### config.mk
export PLATFORM = sky130hd
export DESIGN_NAME = bcd_addsub_serial
export DESIGN_NICKNAME = d
export VERILOG_FILES = /design/src/rtl/bcd_addsub_serial.sv
export SDC_FILE = /design/constraint.sdc
export NUM_CORES = 1
export LEC_CHECK = 0
export ABC_AREA = 1
export BUFFER_PORTS_ARGS = -buffer_cell sky130_fd_sc_hd__buf_2
export CELL_PAD_IN_SITES_DETAIL_PLACEMENT = 0
export CELL_PAD_IN_SITES_GLOBAL_PLACEMENT = 1
export CORE_MARGIN = 2
export CORE_UTILIZATION = 40
export CTS_CLUSTER_SIZE = 40
export DETAILED_ROUTE_END_ITERATION = 10
export PLACE_DENSITY = 0.8
export SLEW_MARGIN = 15
export SYNTH_ARGS = -nofsm -noshare
export SYNTH_HDL_FRONTEND = slang
export SYNTH_SLANG_ARGS = --single-unit
### constraint.sdc
create_clock -name clk -period 3.4 [get_ports clk]
set_input_delay 1.02 -clock clk [delete_from_list [all_inputs] [get_ports clk]]
set_output_delay 1.02 -clock clk [all_outputs]
set_load 0.03 [all_outputs]
### src/rtl/bcd_addsub_serial.sv
//------------------------------------------------------------------------------
// bcd_addsub_serial : digit-serial packed-BCD adder/subtractor, LSD first
// Revision 1.0
//------------------------------------------------------------------------------
`default_nettype none

module bcd_addsub_serial #(
  parameter int DIGITS = 4
) (
  input  logic                  clk,
  input  logic                  rst,
  input  logic                  start,
  input  logic                  mode,
  input  logic [4*DIGITS-1:0]   a,
  input  logic [4*DIGITS-1:0]   b,
  output logic                  busy,
  output logic                  done,
  output logic [4*DIGITS-1:0]   result,
  output logic                  carry_borrow,
  output logic                  err
);

  localparam int W  = 4 * DIGITS;
  localparam int IW = (DIGITS > 1) ? $clog2(DIGITS) : 1;

  typedef enum logic [1:0] {
    S_IDLE = 2'd0,
    S_RUN  = 2'd1,
    S_DONE = 2'd2
  } state_t;

  state_t          r_state;
  state_t          w_next;
  logic [W-1:0]    r_a;
  logic [W-1:0]    r_b;
  logic            r_mode;
  logic            r_cin;
  logic [IW-1:0]   r_idx;

  logic            w_bad;
  logic [IW+1:0]   w_shamt;
  logic [W-1:0]    w_a_sh;
  logic [W-1:0]    w_b_sh;
  logic [3:0]      w_ad;
  logic [3:0]      w_bd;
  logic [4:0]      w_sum;
  logic [4:0]      w_bc;
  logic [4:0]      w_dig5;
  logic [3:0]      w_digit;
  logic            w_cout;
  logic            w_last;
  logic [W-1:0]    w_mask;
  logic [W-1:0]    w_ins;

  always_comb begin
    w_bad = 1'b0;
    for (int i = 0; i < DIGITS; i++) begin
      if (a[4*i +: 4] > 4'd9 || b[4*i +: 4] > 4'd9) begin
        w_bad = 1'b1;
      end
    end
  end

  // Current digit is selected by shifting the operand down, not by a variable part-select.
  assign w_shamt = {r_idx, 2'b00};
  assign w_a_sh  = r_a >> w_shamt;
  assign w_b_sh  = r_b >> w_shamt;
  assign w_ad    = w_a_sh[3:0];
  assign w_bd    = w_b_sh[3:0];
  assign w_sum   = {1'b0, w_ad} + {1'b0, w_bd} + {4'b0000, r_cin};
  assign w_bc    = {1'b0, w_bd} + {4'b0000, r_cin};

  always_comb begin
    w_dig5 = 5'd0;
    w_cout = 1'b0;
    if (!r_mode) begin
      if (w_sum > 5'd9) begin
        w_dig5 = w_sum - 5'd10;
        w_cout = 1'b1;
      end else begin
        w_dig5 = w_sum;
      end
    end else begin
      if ({1'b0, w_ad} < w_bc) begin
        w_dig5 = {1'b0, w_ad} + 5'd10 - w_bc;
        w_cout = 1'b1;
      end else begin
        w_dig5 = {1'b0, w_ad} - w_bc;
      end
    end
  end

  assign w_digit = w_dig5[3:0];
  assign w_last  = (r_idx == IW'(DIGITS - 1));
  assign w_mask  = W'(4'hF) << w_shamt;
  assign w_ins   = W'(w_digit) << w_shamt;

  always_ff @(posedge clk or posedge rst) begin
    if (rst) begin
      r_state <= S_IDLE;
    end else begin
      r_state <= w_next;
    end
  end

  always_comb begin
    w_next = r_state;
    busy   = 1'b0;
    done   = 1'b0;
    case (r_state)
      S_IDLE: begin
        if (start) begin
          w_next = w_bad ? S_DONE : S_RUN;
        end
      end
      S_RUN: begin
        busy = 1'b1;
        if (w_last) begin
          w_next = S_DONE;
        end
      end
      S_DONE: begin
        done   = 1'b1;
        w_next = S_IDLE;
      end
      default: begin
        w_next = S_IDLE;
      end
    endcase
  end

  always_ff @(posedge clk or posedge rst) begin
    if (rst) begin
      r_a          <= '0;
      r_b          <= '0;
      r_mode       <= 1'b0;
      r_cin        <= 1'b0;
      r_idx        <= '0;
      result       <= '0;
      carry_borrow <= 1'b0;
      err          <= 1'b0;
    end else begin
      case (r_state)
        S_IDLE: begin
          if (start) begin
            r_a          <= a;
            r_b          <= b;
            r_mode       <= mode;
            r_cin        <= 1'b0;
            r_idx        <= '0;
            result       <= '0;
            carry_borrow <= 1'b0;
            err          <= w_bad;
          end
        end
        S_RUN: begin
          result <= (result & ~w_mask) | w_ins;
          r_cin  <= w_cout;
          r_idx  <= r_idx + IW'(1);
          if (w_last) begin
            carry_borrow <= w_cout;
          end
        end
        default: begin
        end
      endcase
    end
  end

endmodule

`default_nettype wire

==> flow_summary.ini, run 1 <==
[run_status]
status = finished clean

[sta]
finalSetupTns_ns = 0
timing.final.ws_setup_ns = 0.3013
min_period_ns = 3.099
finalSetupViolations = 0
worst_clock_skew_ns = 0.007673
relSlewSlack_pct = 46.39
fmax_mhz = 322.7
rsz0062_at_grt = false
finalCritPeriodShare_pct = 91.14
final_hold_viol_count = 0
worst_slew_pin_slew_ns = 0.7969
slew_viol_final = 0

[clocking]
insertion_delay_ns = 0.31
cts_tree = built
cts_hold_buf = 0
numClockSinks = 56
cts_buffers = 5
clock_path_buffers = 2
htree_num_levels = 2
cts.clk_slew.worst_paths_ns = 0.10
root_buffer = clkbuf_8
post-cts-setup-buffers = 0

[floorplan]
core_area_um2 = 8093
die_w_um = 94.62
die_area_um2 = 8952
start_util_pct = 40.58
ios = 56
rows = 33
die_h_um = 94.62

[worst_setup_path]
cp_top_family = adder cells
path_buf_inv = 2
worstPathMaxFanout = 14
setup.worst_path.start_class = register
cpPeakStageDelay_ns = 0.46
end_kind = register
crit_slowest_cell = dfrtp_2
cp.arrival_ns = 3.31
critPathMostFrequentCell = nand2_1
cp.required_ns = 3.61
critical_path_class = register to register
worstPathCellList = buf_4 > a21oi_1 > a32oi_1 > fa_2 > fa_1 > nand2_1 > nand2_1 > ha_1 > inv_1 > nor2_1 > a21oi_1 > nand2_2 > nand2_2 > nand2_1 > nand2_1 > nand2_1 > nand4_1 > nand2_1

[logic_synthesis]
yosys-top-cells-area = dfrtp_1 43%, nand2_1 14%, inv_1 7.3%, ha_1 6.5%, o21ai_0 5.8%
syn_inst = 425
yosysWarnings = 0
synth_common_cells = 119 x nand2_1, 64 x inv_1, 56 x dfrtp_1
synth.most_common_cell = nand2_1
synth_top_area_cell = dfrtp_1
synth_cell_types = 32
synth.top_cell.area_share_pct = 42.67
avgSynthCellArea_um2 = 7.728
yosysSeqAreaShare_pct = 42.67
async_reset_ff_share_pct = 100.0
syn_nets = 482
netlist_area_um2 = 3284
synth_edf_count = 0
synth_flop_cell = dfrtp_1
ys_ff_latch = 56

[drt]
viasPerCell = 4.803
wl_mm = 7.340
first_pass_iters = 4
drc = 0
routedWlPerCell_um = 12.46
via_count = 2829
ant_nets = 0
drt-initial-drc-count = 171

[layout]
n_antenna_cell = 0
final_nets = 540
layout-drive-gt1-share_pct = 20.45
design_area_um2 = 3811
instances_no_fill = 589
area_delta_synth_final_pct = 16.04

[global_routing]
grt_use_total_pct = 17.90
grt_pass1_wl_mm = 12.62
first_global_vias = 2757
overflow = 0
grt_max_degree = 59
antenna_found_initial = 0

[placement]
dp_slack_ns = 0.2627
postPlaceCellArea_um2 = 3694
dp_cells = 581
place.gp.congestion = 0.7984
dp_hpwl_mm = 5.757
io_buffers = 55

[power_and_ir_drop]
p_leak_nw = 2.121
ir_drop_uv = 200.2
p_total_w = 0.002031
powerDensity_nw_per_um2 = 532.8

[min_path]
hp-class = register to register

[run]
cap_violations = 0
## state kept, by name, summed over array words and instances, names as in the netlist, 2 cells and up
name and cells:
r_a 16, r_b 16, r_idx 2, r_state 2
result 16
## worst min-delay path: stages (launching register included)
cell and delay [ns]:
dfrtp_1 0.35, nand2_1 0.05, nand2_1 0.05
## repair_timing
item	in CTS	in global routing
setup endpoints to repair	0	8
hold endpoints to repair	0	0
gates resized for setup	0	3
## metrics by stage
stage | util, % | hold WS (ns)
floorplan | - | 0.4436
global route | 47.09 | 0.5195
finish | 47.09 | 0.4833
global placement | 45.64 | 0.4619
detailed placement | 45.64 | 0.4674
CTS | 46.97 | 0.4909
## where the power goes
| part | switching, W | internal, W |
|---|---|---|
| sequential | 0.0000494 | 0.000739 |
| clock | 0.000214 | 0.000219 |
| combinational | 0.000510 | 0.000299 |
| total | 0.000773 | 0.00126 |
## path summary, 6_finish.rpt
path	start	to	slack (ns)	cells after the start
max in group asynchronous	rst	r_idx[0]	2.27	3
min in group asynchronous	rst	result[8]	0.72	3
worst min register to register	r_b[4]	r_b[4]	0.48	2
worst max-delay path	r_idx[0]	result[3]	0.30	18
worst min-delay path	r_b[4]	r_b[4]	0.48	2
worst max register to register	r_idx[0]	result[3]	0.30	18
## area by class of cell
type	instances	area, um2
Clock buffer	6	72.57
Tap cell	105	131.4
Timing Repair Buffer	64	342.8
Fill cell	887	4282
Clock inverter	2	35.03
Inverter	72	272.8
Multi-Input combinational cell	284	1554
Sequential cell	56	1403
## routing by layer
metal	GRT usage [%]	share of wire [%]	vias to the layer above
met5	0	0	-
met4	4.469	1.1	0
met3	2.235	3.5	6
met2	28.55	44	50
met1	25.93	51	1319
li1	-	-	1454
## placed cells by master (no fill, tap or decap), types with 2 or more instances in the layout
cell type  Yosys  routed
o22ai_1        4       3
o21ai_0       38      38
nand2_2        8       8
clkbuf_8       0       5
dfrtp_1       56      55
inv_1         64      63
o21ai_1        7       7
nand4_1        4       4
nor2_4         2       2
nand2_1      119     119
a21oi_1       14      14
inv_2          7       8
nor2_1        16      16
a21boi_0       2       2
xnor2_1        4       4
nor2_2         2       2
fa_1           4       3
a32oi_1        2       2
buf_4          0       9
nand3_1       29      29
ha_1          17      17
buf_2          7      55
o21a_1         3       3
nand3_2        2       2
## kinds of logic after synthesis
family / synth area share, %
simple gates: 24.88
fa+ha+maj: 8.914
flops: 42.67
compound gates: 11.92
buf+inv: 10.29
xor+xnor: 1.333
No activity file was read; power rests on OpenSTA's default activity.
==> inputs of run 2 (changes only) <==
Settings changed: ABC_CLOCK_PERIOD_IN_PS set to 3030.
Clock period 3.4 ns to 3.03 ns, I/O delays scaled along.
==> flow_summary.ini, run 2 (same netlist as run 1, synthesis figures left out) <==
[run_status]
status = finished clean

[run]
cap_violations = 0

[floorplan]
die_area_um2 = 8952
die_h_um = 94.62
ios = 56
die_w_um = 94.62
rows = 33
core_area_um2 = 8093
start_util_pct = 40.58

[placement]
postPlaceCellArea_um2 = 3747
dp_hpwl_mm = 5.981
io_buffers = 55
place.gp.congestion = 0.8282

[sta]
final_hold_viol_count = 0
holdWs_ns = 0.4826
min_period_ns = 2.908
finalCritPeriodShare_pct = 95.96
worst_slew_pin_slew_ns = 0.7970
worst_clock_skew_ns = 0.01085
fmax_mhz = 343.9
relSlewSlack_pct = 46.38
slew_viol_final = 0
finalSetupViolations = 0

[layout]
nFillCells = 863
n_antenna_cell = 0
top_regs = r_a x16, r_b x16, result x16
final_core_util_pct = 48.86
area_delta_synth_final_pct = 20.38
layout_commonest_cell = nand2_1
design_area_um2 = 3954
layout-drive-gt1-share_pct = 25.51
final_cell_mix = 116 x nand2_1, 60 x inv_1, 55 x buf_2, 54 x dfrtp_1, 34 x o21ai_0
final_nets = 546

[power_and_ir_drop]
p_leak_nw = 2.158
sw_frac_of_total_pct = 37.82
cell_internal_pwr_w = 0.001503
clkPwrFrac_pct = 22.4
ir_drop_uv = 283.3
sequentialPowerShare_pct = 36.8
combPwrFrac_pct = 40.9
powerDensity_nw_per_um2 = 611.5
switchingPower_w = 0.0009143

[worst_setup_path]
cp_top_family = adder cells
end_kind = register
path_buf_inv = 3
cp.required_ns = 3.24
critPathMostFrequentCell = nand2_2
cp.arrival_ns = 3.12
crit_slowest_cell = fa_2
cpPeakStageDelay_ns = 0.57
worstPathMaxFanout = 6
worstPathCellList = buf_6 > nor2_4 > o22ai_2 > fa_2 > fa_2 > inv_2 > ha_4 > inv_2 > nor2_1 > a21oi_1 > nand2_2 > nand2_2 > nand2_1 > nand3_1 > nand2_2 > nand3_1 > nand2_1
critical_path_class = register to register
setup.worst_path.start_class = register

[min_path]
hp-class = register to register

[global_routing]
antenna_found_initial = 0
overflow = 0
grt_use_total_pct = 18.21
first_global_vias = 2715
grt_pass1_wl_mm = 12.79
grt_max_degree = 59

[drt]
wl_mm = 7.646
routedWlPerCell_um = 12.85
ant_nets = 0
drc = 0
via_count = 2815
first_pass_iters = 4
viasPerCell = 4.731
drt-initial-drc-count = 227

[clocking]
htree_num_levels = 2
cts_tree = built
cts_buffers = 5
clock_path_buffers = 2
insertion_delay_ns = 0.32
numClockSinks = 56
cts.clk_slew.worst_paths_ns = 0.11
root_buffer = clkbuf_8
cts_hold_buf = 0
## run 2: metrics by stage
stage	instances	setup TNS (ns)	worst slack (ns)	total power, W
global placement	586	-0.001788	-0.001788	0.001814
finish	595	0	0.1224	0.002418
floorplan	425	0	0.01398	0.001592
global route	595	-0.1001	-0.02665	0.002612
detailed placement	586	-0.4158	-0.06664	0.001826
CTS	594	0	0.05272	0.002375
## run 2: worst register-to-register path, cell delays in order (launching register included)
cell and delay (ns):
dfrtp_2 0.48, buf_6 0.15, nor2_4 0.09, o22ai_2 0.09, fa_2 0.42, fa_2 0.57, inv_2 0.06, ha_4 0.16
inv_2 0.05, nor2_1 0.04, a21oi_1 0.15, nand2_2 0.09, nand2_2 0.09, nand2_1 0.05, nand3_1 0.09, nand2_2 0.10
nand3_1 0.08, nand2_1 0.05
## run 2: layout make-up
class | count | area [um2] | area share [%]
Sequential cell | 56 | 1404 | 35.51
Multi-Input combinational cell | 284 | 1628 | 41.17
Inverter | 72 | 272.8 | 6.899
Tap cell | 105 | 131.4 | 3.323
Clock inverter | 1 | 30.03 | 0.7595
Clock buffer | 7 | 96.34 | 2.437
Timing Repair Buffer | 70 | 391.6 | 9.905
## run 2: timing repair
action                     CTS  global route
pin swaps                    0             9
setup buffers                0             1
gates resized for setup      5            20
setup endpoints to repair   13            13
## run 2: routing by layer
layer	global-route usage [%]	wire, um	vias to the layer above
li1	-	-	1465
met1	26.15	3826	1296
met2	28.96	3453	46
met3	2.314	251	8
met4	5.193	114	0
met5	0	0	-
## run 2: worst paths after layout
| path | endpoint | depth (start not counted) | start | slack, ns |
|---|---|---|---|---|
| hold / removal | result[11] | 2 | result[11] | 0.48 |
| setup reg to reg | result[14] | 17 | r_idx[0] | 0.12 |
| hold reg to reg | result[11] | 2 | result[11] | 0.48 |
| max in group asynchronous | result[11] | 3 | rst | 1.66 |
| setup / recovery | result[14] | 17 | r_idx[0] | 0.12 |
| min in group asynchronous | r_state[1] | 2 | rst | 0.67 |
## run 2: power by group through the flow
stage | clock network, W | registers (W) | logic (W)
floorplan | 0 | 0.000895 | 0.000697
global placement | 0 | 0.000899 | 0.000915
detailed placement | 0 | 0.000899 | 0.000927
CTS | 0.000555 | 0.000886 | 0.000934
global route | 0.000578 | 0.000898 | 0.00114
finish | 0.000541 | 0.000889 | 0.000988
==> inputs of run 3 (changes only) <==
Settings changed: ABC_AREA 1 to 0, PLACE_DENSITY 0.8 to 0.75.
==> flow_summary.ini, run 3 <==
[power_and_ir_drop]
cell_internal_pwr_w = 0.001767
clkPwrFrac_pct = 18.1
ir_drop_uv = 315.5
p_total_w = 0.002722
combPwrFrac_pct = 48.8
powerDensity_nw_per_um2 = 705.3
sw_frac_of_total_pct = 35.11
p_leak_nw = 1.798
switchingPower_w = 0.0009559
sequentialPowerShare_pct = 33.1

[sta]
min_period_ns = 3.377
relSlewSlack_pct = 53.24
final_hold_viol_count = 0
finalCritPeriodShare_pct = 111.5
worst_slew_pin_slew_ns = 0.7004
worst_clock_skew_ns = 0.01027
rsz0062_at_grt = true
timing.final.ws_setup_ns = -0.3473
finalSetupViolations = 14
finalSetupTns_ns = -4.085
fmax_mhz = 296.1
slew_viol_final = 0
holdWs_ns = 0.4914

[global_routing]
grt_max_degree = 37
overflow = 0
antenna_found_initial = 0
first_global_vias = 2278
grt_use_total_pct = 17.31
grt_pass1_wl_mm = 11.33

[worst_setup_path]
cp.required_ns = 3.23
cpPeakStageDelay_ns = 0.57
worstPathMaxFanout = 4
cp.arrival_ns = 3.58
worstPathCellList = mux4_2 > fa_2 > fa_2 > inv_2 > ha_4 > nor2b_4 > a31o_1 > a2111o_1 > a32oi_2 > o21ai_2
crit_slowest_cell = fa_2
setup.worst_path.start_class = register
crit-reg2reg-launch = r_idx[0]
critPathMostFrequentCell = fa_2
startpoint = r_idx[0]
end_kind = register
critical_path_class = register to register

[clocking]
clock_path_buffers = 2
cts_tree = built
htree_num_levels = 2
insertion_delay_ns = 0.31
cts_buffers = 5
root_buffer = clkbuf_8
cts.clk_slew.worst_paths_ns = 0.10
numClockSinks = 56

[logic_synthesis]
netlist_area_um2 = 3075
synthSimpleGateAreaFrac_pct = 7.038
syn_nets = 313
async_reset_ff_share_pct = 100.0
syn_inst = 256
ys_ff_latch = 56
yosys-top-cells-area = dfrtp_1 46%, mux2_2 12%, ha_1 6.9%, mux4_2 5.1%, a22o_1 2.8%
synth_cell_types = 40
synthAdderAreaFrac_pct = 9.520
synth_top_area_cell = dfrtp_1
synth.most_common_cell = dfrtp_1
synth_common_cells = 56 x dfrtp_1, 33 x mux2_2, 17 x ha_1
synth_compound_area_share_pct = 12.57
synth_edf_count = 0
yosysSeqAreaShare_pct = 45.57
synthXorXnorAreaFrac_pct = 1.993
synth.top_cell.area_share_pct = 45.57
avgSynthCellArea_um2 = 12.01
synth_top_family_by_area = multiplexers
yosysWarnings = 0
synth_flop_cell = dfrtp_1
synth.area.mux_share_pct = 19.98

[drt]
drt-initial-drc-count = 105
viasPerCell = 5.233
via_count = 2292
ant_nets = 0
wl_mm = 7.173
drc = 0
first_pass_iters = 4
routedWlPerCell_um = 16.38

[min_path]
holdCritStartpoint = result[2]
hp-class = register to register

[floorplan]
rows = 31
ios = 56
die_w_um = 91.69
core_area_um2 = 7331
die_area_um2 = 8406
die_h_um = 91.69
start_util_pct = 41.95

[layout]
nFillCells = 688
multi_input_area_um2 = 1669
layout-drive-gt1-share_pct = 46.02
final_cell_mix = 55 x dfrtp_1, 55 x buf_2, 33 x mux2_2, 30 x buf_4, 15 x ha_1
n_antenna_cell = 0
area_delta_synth_final_pct = 25.51
final_nets = 395
seq_area_um2 = 1403
top_regs = r_a x16, r_b x16, result x16

[run_status]
violations = negative setup slack
status = finished with violations

[run]
cap_violations = 0

[placement]
io_buffers = 55
dp_hpwl_mm = 5.602
dp_slack_ns = -0.3370
place.gp.congestion = 0.7924
-- run 3: cell count changes after synthesis, sizes merged, moves of 4 or more --
cell | previous run | this run
mux2 | 0 | 34
mux4 | 0 | 7
inv | 72 | 14
mux2i | 0 | 7
a21o | 0 | 7
a22o | 0 | 10
nor2 | 20 | 12
a21oi | 15 | 5
nand2 | 127 | 13
o21ai | 45 | 18
nor3 | 1 | 5
nand3 | 32 | 5
-- run 3: per-layer routing --
metal	vias to the layer above	GRT usage [%]	wire length, um
li1	1103	-	-
met3	5	2.958	329
met4	0	4.672	47
met5	-	0	0
met1	1115	24.64	3320
met2	69	27.45	3475
-- run 3: metrics by stage --
stage	util (%)	cell area [um2]	std cells
floorplan	-	3124	256
global placement	49.87	3656	427
detailed placement	49.87	3656	427
CTS	52.11	3820	437
global route	52.65	3860	438
finish	52.65	3860	438
-- run 3: cells by family (layout without fill, tap and decap cells) --
logic type,Yosys count,in the layout
AOI/OAI and AO/OA,54,54
and+or+nand+nor,46,46
buffers and inverters,24,107
xor gates and xnor gates,7,7
DFF,56,56
adders and majority gates,21,21
muxes,48,48
-- run 3: path summary, 6_finish.rpt --
kind / to / slack, ns / cells after the start
min in group asynchronous: r_b[5] / 0.69 / 2
worst max-delay path: result[11] / -0.35 / 10
worst min-delay path: result[2] / 0.49 / 2
worst max register to register: result[11] / -0.35 / 10
max in group asynchronous: r_a[2] / 1.67 / 3
worst min register to register: result[2] / 0.49 / 2
-- run 3: power by group through the flow --
stage                     combinational [W]  sequential, W  clock (W)
final                               0.00133       0.000901   0.000493
after global routing                0.00144       0.000914   0.000528
after CTS                           0.00127       0.000902   0.000501
after detailed placement            0.00118       0.000916          0
after global placement              0.00116       0.000914          0
after floorplan                    0.000803       0.000893          0
-- run 3: worst max-delay path: cells and delay by family (launching register included) --
| kind | cells | cell delay (ns) |
|---|---|---|
| adder cells (fa/ha/maj) | 3 | 1.12 |
| flip-flops | 1 | 0.42 |
| buffers and inverters | 1 | 0.05 |
| multiplexers | 1 | 0.55 |
| AND/OR/NAND/NOR | 1 | 0.11 |
| AO/OA/AOI/OAI | 4 | 1.02 |
-- run 3: area by class of cell --
class / count / area share (%)
multi-input cells: 176 / 43.24
flip-flops and latches: 56 / 36.34
repair buffers: 85 / 12.97
well taps: 99 / 3.209
clock buffers: 5 / 1.783
inverters: 14 / 1.361
clock inverters: 3 / 1.102
-- run 3: timing repair --
item                                    CTS  global route
pin swaps                                 7             9
hold buffers                              0             0
endpoints found under the setup margin   14            14
buffers inserted                          3             1
gates resized for setup                  11             5
